$ cat src/rtl/demux_pkg.sv
// Shared definitions for the 1-to-8 stream demultiplexer.
//   N_CH          : number of output channels
//   SEL_W         : width of the destination select
//   slot_state_e  : occupancy state of a one-entry output slot
//   sel_to_onehot : binary channel index to one-hot channel mask
package demux_pkg;

  localparam int N_CH  = 8;
  localparam int SEL_W = 3;

  typedef enum logic {
    EMPTY = 1'b0,
    FULL  = 1'b1
  } slot_state_e;

  function automatic logic [N_CH-1:0] sel_to_onehot(input logic [SEL_W-1:0] sel);
    logic [N_CH-1:0] mask;
    mask      = '0;
    mask[sel] = 1'b1;
    return mask;
  endfunction

endpackage

$ cat src/rtl/demux_slot.sv
// One-entry holding register for a single output channel.
// Ports:
//   i_clk, i_rst_n : clock, asynchronous active-low reset
//   i_load         : write i_load_data into the slot this edge
//   i_load_data    : payload to capture
//   i_ready        : downstream ready; a FULL slot drains when this is high
//   o_valid        : slot is FULL
//   o_data         : registered slot contents
//   o_can_accept   : slot can take a payload this edge (empty, or draining now)
module demux_slot
  import demux_pkg::*;
#(
  parameter int WIDTH = 32
) (
  input  logic             i_clk,
  input  logic             i_rst_n,
  input  logic             i_load,
  input  logic [WIDTH-1:0] i_load_data,
  input  logic             i_ready,
  output logic             o_valid,
  output logic [WIDTH-1:0] o_data,
  output logic             o_can_accept
);

  slot_state_e      state_p1;
  logic [WIDTH-1:0] data_p1;

  // Load wins over drain: a same-edge drain and refill keeps the slot FULL,
  // giving one payload per cycle through the channel.
  always_ff @(posedge i_clk or negedge i_rst_n) begin
    if (!i_rst_n) begin
      state_p1 <= EMPTY;
      data_p1  <= '0;
    end else if (i_load) begin
      state_p1 <= FULL;
      data_p1  <= i_load_data;
    end else if (state_p1 == FULL && i_ready) begin
      state_p1 <= EMPTY;
    end
  end

  assign o_valid      = (state_p1 == FULL);
  assign o_data       = data_p1;
  assign o_can_accept = (state_p1 == EMPTY) || i_ready;

endmodule

$ cat src/rtl/demux_1to8_stream.sv
// Registered 1-to-8 stream demultiplexer. A payload accepted on the input
// valid/ready handshake is steered by i_sel into one of eight one-entry
// slots; each slot drives its own valid/ready output channel.
// Ports:
//   i_clk, i_rst_n   : clock, asynchronous active-low reset
//   i_valid, o_ready : input handshake (o_ready depends on i_sel/i_ready only)
//   i_sel            : destination channel 0..7, stable while i_valid is high
//   i_data           : input payload
//   o_valid, i_ready : per-channel output handshake, bit k = channel k
//   o_data           : packed outputs, channel k at [k*WIDTH +: WIDTH]
//   o_busy           : any slot holds a payload
//   o_xfer_cnt       : accepted-transfer count, wraps at 16 bits
//                      (present only when DEMUX_1TO8_CNT_EN is defined)
module demux_1to8_stream
  import demux_pkg::*;
#(
  parameter int WIDTH = 32
) (
  input  logic                  i_clk,
  input  logic                  i_rst_n,
  input  logic                  i_valid,
  output logic                  o_ready,
  input  logic [SEL_W-1:0]      i_sel,
  input  logic [WIDTH-1:0]      i_data,
  output logic [N_CH-1:0]       o_valid,
  input  logic [N_CH-1:0]       i_ready,
  output logic [N_CH*WIDTH-1:0] o_data,
`ifdef DEMUX_1TO8_CNT_EN
  output logic [15:0]           o_xfer_cnt,
`endif
  output logic                  o_busy
);

  logic [N_CH-1:0] sel_oh;
  logic [N_CH-1:0] can_accept;
  logic [N_CH-1:0] load;
  logic            accept;

  assign sel_oh  = sel_to_onehot(i_sel);
  assign o_ready = can_accept[i_sel];
  assign accept  = i_valid && o_ready;
  // Gating with accept keeps an unknown i_sel harmless while i_valid is low.
  assign load    = sel_oh & {N_CH{accept}};

  for (genvar k = 0; k < N_CH; k++) begin : g_slot
    demux_slot #(.WIDTH(WIDTH)) u_slot (
      .i_clk        (i_clk),
      .i_rst_n      (i_rst_n),
      .i_load       (load[k]),
      .i_load_data  (i_data),
      .i_ready      (i_ready[k]),
      .o_valid      (o_valid[k]),
      .o_data       (o_data[k*WIDTH +: WIDTH]),
      .o_can_accept (can_accept[k])
    );
  end

  assign o_busy = |o_valid;

`ifdef DEMUX_1TO8_CNT_EN
  logic [15:0] cnt_p1;

  // Free-running modulo-2^16 count of accepted input beats.
  always_ff @(posedge i_clk or negedge i_rst_n) begin
    if (!i_rst_n) cnt_p1 <= '0;
    else if (accept) cnt_p1 <= cnt_p1 + 16'd1;
  end

  assign o_xfer_cnt = cnt_p1;
`endif

endmodule
$ cat config.mk
export PLATFORM = sky130hd
export DESIGN_NAME = demux_1to8_stream
export DESIGN_NICKNAME = d
export VERILOG_FILES = /design/src/rtl/demux_pkg.sv /design/src/rtl/demux_slot.sv /design/src/rtl/demux_1to8_stream.sv
export SDC_FILE = /design/constraint.sdc
export NUM_CORES = 1
export LEC_CHECK = 0
export CAP_MARGIN = 30
export CORE_ASPECT_RATIO = 0.8
export CORE_MARGIN = 5
export CORE_UTILIZATION = 30
export CTS_BUF_LIST = sky130_fd_sc_hd__clkbuf_4
export CTS_CLUSTER_DIAMETER = 60
export CTS_CLUSTER_SIZE = 40
export DETAILED_ROUTE_END_ITERATION = 6
export GPL_ROUTABILITY_DRIVEN = 0
export MAX_ROUTING_LAYER = met4
export SYNTH_ARGS = -nofsm -noshare
export SYNTH_HDL_FRONTEND = slang
export SYNTH_HIERARCHICAL = 1
export SYNTH_SLANG_ARGS = --single-unit
$ cat constraint.sdc
create_clock -name i_clk -period 3.3 [get_ports i_clk]
set_input_delay 0.495 -clock i_clk [delete_from_list [all_inputs] [get_ports i_clk]]
set_output_delay 0.495 -clock i_clk [all_outputs]
set_load 0.1 [all_outputs]
==> summary.txt <==
Final layout
  – # nets final: 972
  – Fillers: 3485
  – Multi-input logic area: 0.00415 mm²
  – Most common cell after layout, fill and taps aside: dfrtp_1
  – Share of cells above drive strength 1: 0.445
  – Area occupied by registers: 0.00661 mm²
  – Layout Utilization: 0.404
  – Area Overhead vs Synth: 33.0%
  – Most frequent cells in the layout: 264 x dfrtp_1, 232 x mux2_4, 222 x clkdlybuf4s50_1

STA
  – F_max: 0.328 GHz
  – Slew HR: 0.312
  – Crit path time final: 3050 ps
  – RSZ-0062 raised after global routing: false
  – Setup tns final: 0 ps
  – Final Skew: 45.7 ps
  – Final setup fails: 0
  – Slew at the pin with the worst max-slew slack: 1030 ps
  – Fin. Hold Viols: 0
  – Pins Over Slew Limit: 0
  – Period utilisation layout: 0.923

Synth
  – Synth cell types: 23
  – Mapped cell area: 0.0113 mm²
  – Post-synthesis net count: 646
  – Synth top area share: 0.586
  – FF+latch count, synth: 264
  – Register area share after synthesis: 0.586
  – Syn Inst Count: 600
  – Dominant cells by area after synthesis: dfrtp_1 59%, mux2_4 31%, buf_12 4.3%, mux2_2 2.4%, nand2b_1 0.94%
  – Post-synth top area cell: dfrtp_1
  – Syn_area_per_cell: 18.8 µm²
  – Ys Warns: 6

Drt
  – Vias post-DR: 6317
  – Vias per Instance: 4.42
  – DRT antenna net count: 0
  – WL final: 30900 µm
  – DRT iter0 DRCs: 347
  – Drt first pass iters: 4
  – WL/cell: 21.6 µm
  – DRC: 0

Worst setup path
  – RR Startpoint: g_slot[1].u_slot/o_valid$_DFFE_PN0P_
  – CP Max Fanout: 3
  – Worst setup SP type: register
  – Worst Path Required: 2800 ps
  – Worst Reg-to-Reg Cells: 6
  – Crit Path Category: register to primary output
  – Worst setup startpoint: g_slot[4].u_slot/o_valid$_DFFE_PN0P_
  – Critical Path End: o_busy
  – Reg2Reg Setup Slack: 810 ps
  – Setup crit end kind: primary output
  – Reg-to-reg endpoint: g_slot[5].u_slot/o_data[27]$_DFFE_PN0P_
  – Crit path arrival time: 2550 ps

Status
  – Status: completed

Floorplan
  – Die width: 227 µm
  – Die Area: 0.0416 mm²
  – I/O pins: 312
  – Initial Util: 0.304
  – Core ar.: 0.0370 mm²
  – Die height: 183 µm
  – Row count: 63

Clock tree
  – CTS tree: done
  – Num CTS Buffers: 22
  – Clock buffer depth: 3
  – Worst-skew pair later-pin latency: 720 ps
  – Clock-pin slew on the worst setup and hold paths: 190 ps
  – H-tree depth: 1
  – Clk root buf: clkbuf_4
  – Clock Sinks: 264

Place
  – Port buffer count: 311
  – Detail Placement HPWL: 21100 µm

Min path
  – Hold Path Class: primary input to asynchronous set/reset pin

GRT
  – First-pass GRT wire length: 46100 µm
  – Initial antenna violation count: 2
  – Total Routing Usage GR: 0.148
  – Vias in the first global route: 6936
  – Final global-route overflow total: 0
  – Pin count of the biggest net entering global routing: 73

Job
  – Max-Cap Viols: 0
==> layer usage <==
metal / vias up / part of all wire / GRT usage
met5: - / 0 / -
met4: 0 / 0.019 / 0.0289
met3: 30 / 0.077 / 0.0464
met2: 216 / 0.44 / 0.217
met1: 3285 / 0.47 / 0.205
li1: 2786 / - / -
==> how the worst min path moves through the flow <==
stage	start	end	slack (ps)	depth (start not counted)
2_1_floorplan	i_rst_n	g_slot[0].u_slot/o_data[0]$_DFFE_PN0P_	200	0
3_3_place_gp	g_slot[7].u_slot/o_data[29]$_DFFE_PN0P_	g_slot[7].u_slot/o_data[29]$_DFFE_PN0P_	490	1
3_5_place_dp	g_slot[3].u_slot/o_data[24]$_DFFE_PN0P_	g_slot[3].u_slot/o_data[24]$_DFFE_PN0P_	490	1
4_1_cts	i_rst_n	g_slot[0].u_slot/o_data[2]$_DFFE_PN0P_	260	2
5_1_grt	i_rst_n	g_slot[0].u_slot/o_data[2]$_DFFE_PN0P_	280	2
6_report	i_rst_n	g_slot[0].u_slot/o_data[2]$_DFFE_PN0P_	320	2
==> cells in the mapped netlist (all sizes together) <==
library cell and count:
a2111oi 4, nor4 2, nand2b 17, nand4 2
a41oi 2, and4 1, clkbuf 1, inv 2
o32a 1, mux2i 2, nand2 3, nand3 3
nor4b 1, a31oi 4, buf 34, dfrtp 264
mux2 256, nor2b 1
==> area by class of cell <==
class,count,area share
timing repair buffer,337,0.217
antenna,1,0.000167
inverter,2,0.000501
sequential,264,0.441
tap,487,0.0407
clock buffer,24,0.0120
clock inverter,16,0.0117
multi-input combinational,299,0.277
==> kinds of logic (layout without fill, tap and decap cells) <==
family / count (synthesis) / count (layout) / synth area share
buf+inv: 37 / 379 / 0.0528
simple gates: 30 / 30 / 0.0161
flops: 264 / 264 / 0.586
mux: 258 / 258 / 0.335
compound gates: 11 / 11 / 0.00977
other cells: 0 / 1 / 0
==> sequential cells by signal, summed over array words and instances (netlist names) <==
name and flops:
g_slot.u_slot/o_data 256, g_slot.u_slot/o_valid 8
==> through the flow <==
stage	hold WS, ps	worst slack [ps]	instance area [µm²]	std cells
after floorplan	199	207	11300	600
after global placement	491	257	14600	1388
after detailed placement	492	211	14600	1388
after CTS	255	118	15000	1429
after global routing	276	75.3	15000	1430
final	322	254	15000	1430
==> timing repair <==
item	4_1_cts	5_1_grt
endpoints found under the hold margin	66	0
hold buffers	1	0
resized for setup	0	0
setup buffers	0	0
==> worst max-delay path, cell delays in order (launching register included) <==
cell and delay (ps):
dfrtp_1 460, nor4_1 300, nand2_1 100, clkdlybuf4s50_1 980
Power is left out: the tool's default activity adds up to more than one toggle a clock period on the data nets, which glitch-free logic cannot reach.
